===== src/rtl/change_dispenser.sv =====
// -----------------------------------------------------------------------------
// change_dispenser
//   Coin-return stage. Takes a change amount (in nickel units) and pays it out
//   one coin per en_1hz tick: quarter first, then dime, then nickel. It keeps a
//   count for each coin tube. Inserted coins add to a tube, and restock refills
//   every tube. If greedy payout cannot finish, short is raised.
//
// Ports
//   clk, rst_n          clock, asynchronous active-low reset
//   en_1hz              payout pacing tick (one cycle wide)
//   req_valid/ready     change request handshake, req_amount in nickel units
//   coin_quarter/dime/nickel
//                       insert pulses, one coin added to the matching tube
//   restock             level; refills all tubes to COIN_CAP while idle
//   out_quarter/dime/nickel
//                       registered one-cycle eject pulses (at most one high)
//   busy                high while dispensing
//   done                one-cycle pulse when a request finishes
//   short               sticky: last request was not paid in full
//   remaining           units still owed
//   cnt_q/cnt_d/cnt_n   tube counts
// -----------------------------------------------------------------------------
module change_dispenser #(
   parameter int AMT_W    = 8,
   parameter int COIN_CAP = 15,
   parameter int INIT_Q   = 8,
   parameter int INIT_D   = 8,
   parameter int INIT_N   = 8
) (
   input  logic             clk,
   input  logic             rst_n,
   input  logic             en_1hz,
   input  logic             req_valid,
   output logic             req_ready,
   input  logic [AMT_W-1:0] req_amount,
   input  logic             coin_quarter,
   input  logic             coin_dime,
   input  logic             coin_nickel,
   input  logic             restock,
   output logic             out_quarter,
   output logic             out_dime,
   output logic             out_nickel,
   output logic             busy,
   output logic             done,
   output logic             short,
   output logic [AMT_W-1:0] remaining,
   output logic [3:0]       cnt_q,
   output logic [3:0]       cnt_d,
   output logic [3:0]       cnt_n
);

   typedef enum logic [0:0] {
      S_IDLE     = 1'b0,
      S_DISPENSE = 1'b1
   } state_t;

   localparam logic [3:0]       CAP      = 4'(COIN_CAP);
   localparam logic [AMT_W-1:0] Q_UNITS  = AMT_W'(5);
   localparam logic [AMT_W-1:0] D_UNITS  = AMT_W'(2);
   localparam logic [AMT_W-1:0] N_UNITS  = AMT_W'(1);
   // Tube index: 0 = quarter, 1 = dime, 2 = nickel
   localparam logic [2:0][3:0]  INIT_CNT = {4'(INIT_N), 4'(INIT_D), 4'(INIT_Q)};

   state_t           state_q, state_d;
   logic [AMT_W-1:0] remaining_q, remaining_d;
   logic             short_q, short_d;
   logic             done_q, done_d;
   logic             busy_q, busy_d;
   logic             out_quarter_q, out_quarter_d;
   logic             out_dime_q, out_dime_d;
   logic             out_nickel_q, out_nickel_d;
   logic [2:0][3:0]  tube_cnt_q, tube_cnt_d;

   logic             elig_q, elig_d, elig_n;
   logic [2:0]       coin_in;
   logic [2:0]       eject;
   logic             refill;

   // Greedy eligibility. Each coin is considered only if every larger coin
   // is ineligible, so at most one of these is high at a time.
   assign elig_q = (remaining_q >= Q_UNITS) && (tube_cnt_q[0] != 4'd0);
   assign elig_d = !elig_q && (remaining_q >= D_UNITS) && (tube_cnt_q[1] != 4'd0);
   assign elig_n = !elig_q && !elig_d && (remaining_q >= N_UNITS) && (tube_cnt_q[2] != 4'd0);

   assign req_ready = (state_q == S_IDLE) && !restock;
   assign refill    = (state_q == S_IDLE) && restock;
   assign coin_in   = {coin_nickel, coin_dime, coin_quarter};
   assign eject     = {out_nickel_d, out_dime_d, out_quarter_d};

   // Next tube count. Refill wins over an insert in the same cycle. An insert
   // and an eject together cancel out. Both saturate, so counts never wrap.
   function automatic logic [3:0] tube_next(input logic [3:0] cnt,
                                            input logic       ins,
                                            input logic       ej,
                                            input logic       fill);
      logic [3:0] nxt;
      nxt = cnt;
      if (fill) begin
         nxt = CAP;
      end else if (ins && !ej) begin
         nxt = (cnt >= CAP) ? CAP : cnt + 4'd1;
      end else if (ej && !ins) begin
         nxt = (cnt != 4'd0) ? cnt - 4'd1 : cnt;
      end
      return nxt;
   endfunction

   genvar gi;
   generate
      for (gi = 0; gi < 3; gi++) begin : g_tube
         assign tube_cnt_d[gi] = tube_next(tube_cnt_q[gi], coin_in[gi], eject[gi], refill);
      end
   endgenerate

   always_comb begin
      state_d       = state_q;
      remaining_d   = remaining_q;
      short_d       = short_q;
      done_d        = 1'b0;
      out_quarter_d = 1'b0;
      out_dime_d    = 1'b0;
      out_nickel_d  = 1'b0;
      case (state_q)
         S_IDLE: begin
            if (req_valid && req_ready) begin
               state_d     = S_DISPENSE;
               remaining_d = req_amount;
               short_d     = 1'b0;
            end
         end
         S_DISPENSE: begin
            if (remaining_q == '0) begin
               done_d  = 1'b1;
               state_d = S_IDLE;
            end else if (!(elig_q || elig_d || elig_n)) begin
               // Greedy payout is stuck. remaining keeps the amount still owed.
               short_d = 1'b1;
               done_d  = 1'b1;
               state_d = S_IDLE;
            end else if (en_1hz) begin
               if (elig_q) begin
                  out_quarter_d = 1'b1;
                  remaining_d   = remaining_q - Q_UNITS;
               end else if (elig_d) begin
                  out_dime_d  = 1'b1;
                  remaining_d = remaining_q - D_UNITS;
               end else begin
                  out_nickel_d = 1'b1;
                  remaining_d  = remaining_q - N_UNITS;
               end
            end
         end
         default: state_d = S_IDLE;
      endcase
      busy_d = (state_d == S_DISPENSE);
   end

   always_ff @(posedge clk or negedge rst_n) begin
      if (!rst_n) begin
         state_q       <= S_IDLE;
         remaining_q   <= '0;
         short_q       <= 1'b0;
         done_q        <= 1'b0;
         busy_q        <= 1'b0;
         out_quarter_q <= 1'b0;
         out_dime_q    <= 1'b0;
         out_nickel_q  <= 1'b0;
         tube_cnt_q    <= INIT_CNT;
      end else begin
         state_q       <= state_d;
         remaining_q   <= remaining_d;
         short_q       <= short_d;
         done_q        <= done_d;
         busy_q        <= busy_d;
         out_quarter_q <= out_quarter_d;
         out_dime_q    <= out_dime_d;
         out_nickel_q  <= out_nickel_d;
         tube_cnt_q    <= tube_cnt_d;
      end
   end

   assign out_quarter = out_quarter_q;
   assign out_dime    = out_dime_q;
   assign out_nickel  = out_nickel_q;
   assign busy        = busy_q;
   assign done        = done_q;
   assign short       = short_q;
   assign remaining   = remaining_q;
   assign cnt_q       = tube_cnt_q[0];
   assign cnt_d       = tube_cnt_q[1];
   assign cnt_n       = tube_cnt_q[2];

endmodule


===== config.mk =====
export PLATFORM = sky130hd
export DESIGN_NAME = change_dispenser
export DESIGN_NICKNAME = d
export VERILOG_FILES = /design/src/rtl/change_dispenser.sv
export SDC_FILE = /design/constraint.sdc
export NUM_CORES = 1
export LEC_CHECK = 0
export BUFFER_PORTS_ARGS = -buffer_cell sky130_fd_sc_hd__buf_2
export CAP_MARGIN = 20
export CORE_ASPECT_RATIO = 1.2
export CORE_UTILIZATION = 45
export CTS_CLUSTER_DIAMETER = 60
export DETAILED_ROUTE_END_ITERATION = 16
export PLACE_DENSITY = 0.64
export SYNTH_ARGS = -nofsm -noshare
export SYNTH_HDL_FRONTEND = slang
export SYNTH_SLANG_ARGS = --single-unit

===== constraint.sdc =====
create_clock -name clk -period 6.2 [get_ports clk]
set_input_delay 1.86 -clock clk [delete_from_list [all_inputs] [get_ports clk]]
set_output_delay 1.86 -clock clk [all_outputs]
set_load 0.03 [all_outputs]

### Word level (Yosys, flattened, before mapping)

Cells that the tools add are included.

* register bits after elaboration: 26
* bits of input ports: 16
* output and inout port bits: 27
* word-level logic and storage cells: 122

* add/subtract/negate cells: 9
* order comparisons: 6
* equality and inequality tests: 5
* muxes and demuxes: 50
* bitwise operators: 1
* reductions and logical operators: 41

Operator list (number)
* 2-to-1 mux 4 bit: 15
* 2-to-1 mux 8 bit: 6
* 2-to-1 mux 1 bit: 26
* nonzero test 3 bit: 6
* case mux 8 bit (2 select lines): 1
* logical AND 1 bit: 15
* adder 4 x 1 -> 4 bit, second input constant: 3
* greater-or-equal comparator 4 bit, second input constant: 3
* nonzero test 4 bit: 3
* subtractor 4 x 1 -> 4 bit, second input constant: 3
* zero test 1 bit: 9
* greater-or-equal comparator 8 x 1 -> 1 bit, second input constant: 1
* greater-or-equal comparator 8 x 2 -> 1 bit, second input constant: 1
* greater-or-equal comparator 8 x 3 -> 1 bit, second input constant: 1
* zero test 8 bit: 1
* subtractor 8 x 1 -> 8 bit, second input constant: 1
* subtractor 8 x 2 -> 8 bit, second input constant: 1
* subtractor 8 x 3 -> 8 bit, second input constant: 1
* != test 2 bit, second input constant: 3
* AND reduction 2 bit: 3
* != test 2 x 1 -> 1 bit, second input constant: 2
* case mux 1 bit (2 select lines): 2
* AND reduction 4 bit: 1
* AND reduction 3 bit: 1
* 2 further kinds: 3

### Longest topological paths before layout

* depth in word-level cells: 17
* gate-level depth with buffers: 10
* gate-level depth less buffers: 8

### Least setup slack after synthesis

OpenSTA, ideal clock, no wires.

* path kind: in2out
* start: input port restock
* end: output port req_ready
* arrival time: 2.321 ns
* data required time: 4.340 ns
* path slack: 2.019 ns
* stages on the path: 1
* path buffers: 0
* path through: nor2_1

* word-level cells in the longest chain between the ends: 2

Ends and longest elaborated chain
* start: declaration: RTL line 39 `input logic restock,`
* zero test 1 bit: RTL line 85 `assign req_ready = (state_q == S_IDLE) && !restock;`
* logical AND 1 bit: RTL line 85
* end: declaration: RTL line 34 `output logic req_ready,`

Every way passes these cells.

### Final worst setup path

Same ends and word-level chain as after synthesis.

==> results.md <==
* Routability cong. at roughly 0.86
* Area Overhead vs Synth at 12.8%
* Clk_lat worst skew at 0.28 ns
* Routed WL per cell at about 15 um
* Status: finished, final reports clean
* Relative slew slack at 0.365
* Final Routed Wirelength at approximately 5.0 mm
* ANT nets after route at 0
* Arrival time at the worst endpoint at 2.36 ns
* Fin nets at 310
* Synth warn at 0
* Startpoint Class: primary input
* Slowest stage delay, CP at 0.23 ns
* Sequential share of the synthesized area at 0.308
* Post-synth net total at ~280
* Starting Density at 0.466
* H-Tree Level Count at 1
* DRC Markers at 0
* Initial antenna violation count at 0
* Inst Count DP at 333
* Period utilization at 0.680
* Share of the synthesized area in the top cell type at 0.271
* Leak at 0.00108 uW
* Root Buffer: clkbuf_8
* PostCTS Resize Cnt at 0
* First-pass GRT wire length at 8.60 mm
* Non-filler cells, final at roughly 340
* Stages on worst setup path at 3
* Num CTS Buffers at 3
* Die X at 64.7 um
* Cell with the largest stage delay on the worst path: buf_2
* Final Hold Viols at 0
* # rows at 27
* R2R cell count at 8
* Worst EP required at 4.34 ns
* Pre-antenna DRT Iters at 5
* Vias in the first global route at 1792
* Setup Crit Path Kind: in2out
* CP max FO at 3
* Max-slew violations at 0
* Tmin final at 4.22 ns
* Share of cells above drive strength 1 at 0.219
* Synth area leaders: dfrtp_1 27%, ha_1 8.2%, nand2_1 4.6%
* Fillcell total at roughly 450
* Worst-Margin Slew at 0.948 ns
* Clock slew at reported path FFs at 0.10 ns
* Max Fclk at 237 MHz
* Remaining global-route overflow at 0
* CTS sink count at 26
* Most common cell in the netlist: nand2_1
* Storage cell area at 654 um2
* CP cell instances: buf_2 -> nor2_1 -> buf_2
* Via count at 1976
* Asr flop ratio synth at 1.00
* Post-Syn Instances at 247
* CTS Hold Buffers Added at 0
* Top-Level Pins at 43
* Most used cell, CP: buf_2
* RSZ-0062 raised after global routing: false
* Core ar. at 4560 um2
* DRT iter0 DRCs at 138
* Post-synth top flop: dfrtp_1
* I/O Buffers at 42
* Hold Crit Depth at 2
* MaxCap Viol Count at 0
* Fin util at 0.526
* Mapped cell area at 2130 um2
* Multi-input gate area at about 1300 um2
* Setup_tns at 0 ns
* Final setup fails at 0
* Worst setup EP type: output pin
* CP bufs+invs at 2
* CTS tree: yes
* Power Density at ~500 nW/um2
* Gr usage total at 0.217
* Netlist cell types at 60
* Yosys reg bits at 26
* Crit-path leading delay family: buffers and inverters
* Die Footprint at 5000 um2
* Clock Path Buffers at 2
* Pin count of the biggest net entering global routing at 27
* Hold Crit Class: reg2reg
* Number of synthesized flops with an enable pin at 0
* Setup Fix Bufs, Post-CTS at 0
* Post-DR vias/cell at 5.86
* Synth cell count leaders: 26 x nand2_1, 23 x dfrtp_1, 19 x nor2_1
* Clock skew at 0.00925 ns
* Cell taking the most area after synthesis: dfrtp_1
* Syn_area_per_cell at around 8.6 um2
* Die height at 77.3 um
* # diodes at 0
* Maximum VDD drop at 0.000245 V
* DP Wirelength at 3.68 mm
[flip-flops by register name (all words and copies together) (netlist names)]
register,count
out_dime,1
out_nickel,1
out_quarter,1
short,1
remaining,8
cnt_q,4
cnt_d,4
busy,1
cnt_n,4
done,1
[cells in the final DEF (no fill, tap or decap), types with 4 or more instances in the layout]
cell and instances:
inv_1 16, o211ai_1 8, a31oi_1 6, nor2_1 19, a21oi_1 9, buf_2 42
nor3_1 6, ha_1 14, o22a_1 4, nand3_1 9, nand2_1 26, nand2b_1 5
nor4_1 5, dfrtp_1 23, o21ai_0 10
[kinds of logic (layout without fill, tap and decap cells)]
| family | count (synthesis) | count (layout) | share of synthesized area |
|---|---|---|---|
| AO/OA/AOI/OAI | 73 | 73 | 0.264 |
| XOR/XNOR | 3 | 3 | 0.0124 |
| adder cells (fa/ha/maj) | 14 | 14 | 0.0824 |
| buffers and inverters | 30 | 62 | 0.0671 |
| flip-flops | 26 | 26 | 0.308 |
| multiplexers | 4 | 4 | 0.0200 |
| AND/OR/NAND/NOR | 97 | 97 | 0.247 |
[metrics by stage]
stage               area, um2  hold WS [ns]  total power (uW)  worst slack [ns]
floorplan                2130         0.603               898              2.02
global placement         2330         0.483              1040              2.01
detailed placement       2330         0.498              1060              1.98
CTS                      2400         0.522              1200              1.98
global route             2400         0.542              1300              1.92
finish                   2400         0.518              1190              1.98
[worst paths after layout]
path	from	to	slack, ns
max	restock	req_ready	1.98
min	short$_DFFE_PN0P_	short$_DFFE_PN0P_	0.52
max reg2reg	remaining[1]$_DFFE_PN0P_	cnt_d[0]$_DFFE_PN0P_	3.23
min reg2reg	short$_DFFE_PN0P_	short$_DFFE_PN0P_	0.52
max in group asynchronous	rst_n	remaining[1]$_DFFE_PN0P_	4.21
min in group asynchronous	rst_n	out_dime$_DFF_PN0_	1.58
[report_power, final]
part | switching (uW) | total, uW | internal [uW]
Sequential | 132 | 376 | 244
Combinational | 416 | 672 | 256
Clock | 59.0 | 146 | 86.6
[worst min-delay path, stage by stage (launching register included)]
cell and delay, ns:
dfrtp_1 0.36, a31oi_1 0.05, nor2_1 0.08
[area by class of cell]
type	instances	area share
multi-input combinational	191	0.554
sequential	26	0.273
timing repair buffer	42	0.0877
tap	58	0.0303
inverter	16	0.0251
clock buffer	3	0.0172
clock inverter	1	0.0125
[layer usage]
layer | vias to the layer above | global-route usage | part of all wire
met1 | 937 | 0.284 | 0.47
met2 | 51 | 0.366 | 0.48
met4 | 0 | 0.0733 | 0.014
li1 | 983 | - | -
met3 | 5 | 0.0208 | 0.037
met5 | - | 0 | 0
Power figures use the tool's default switching activity.
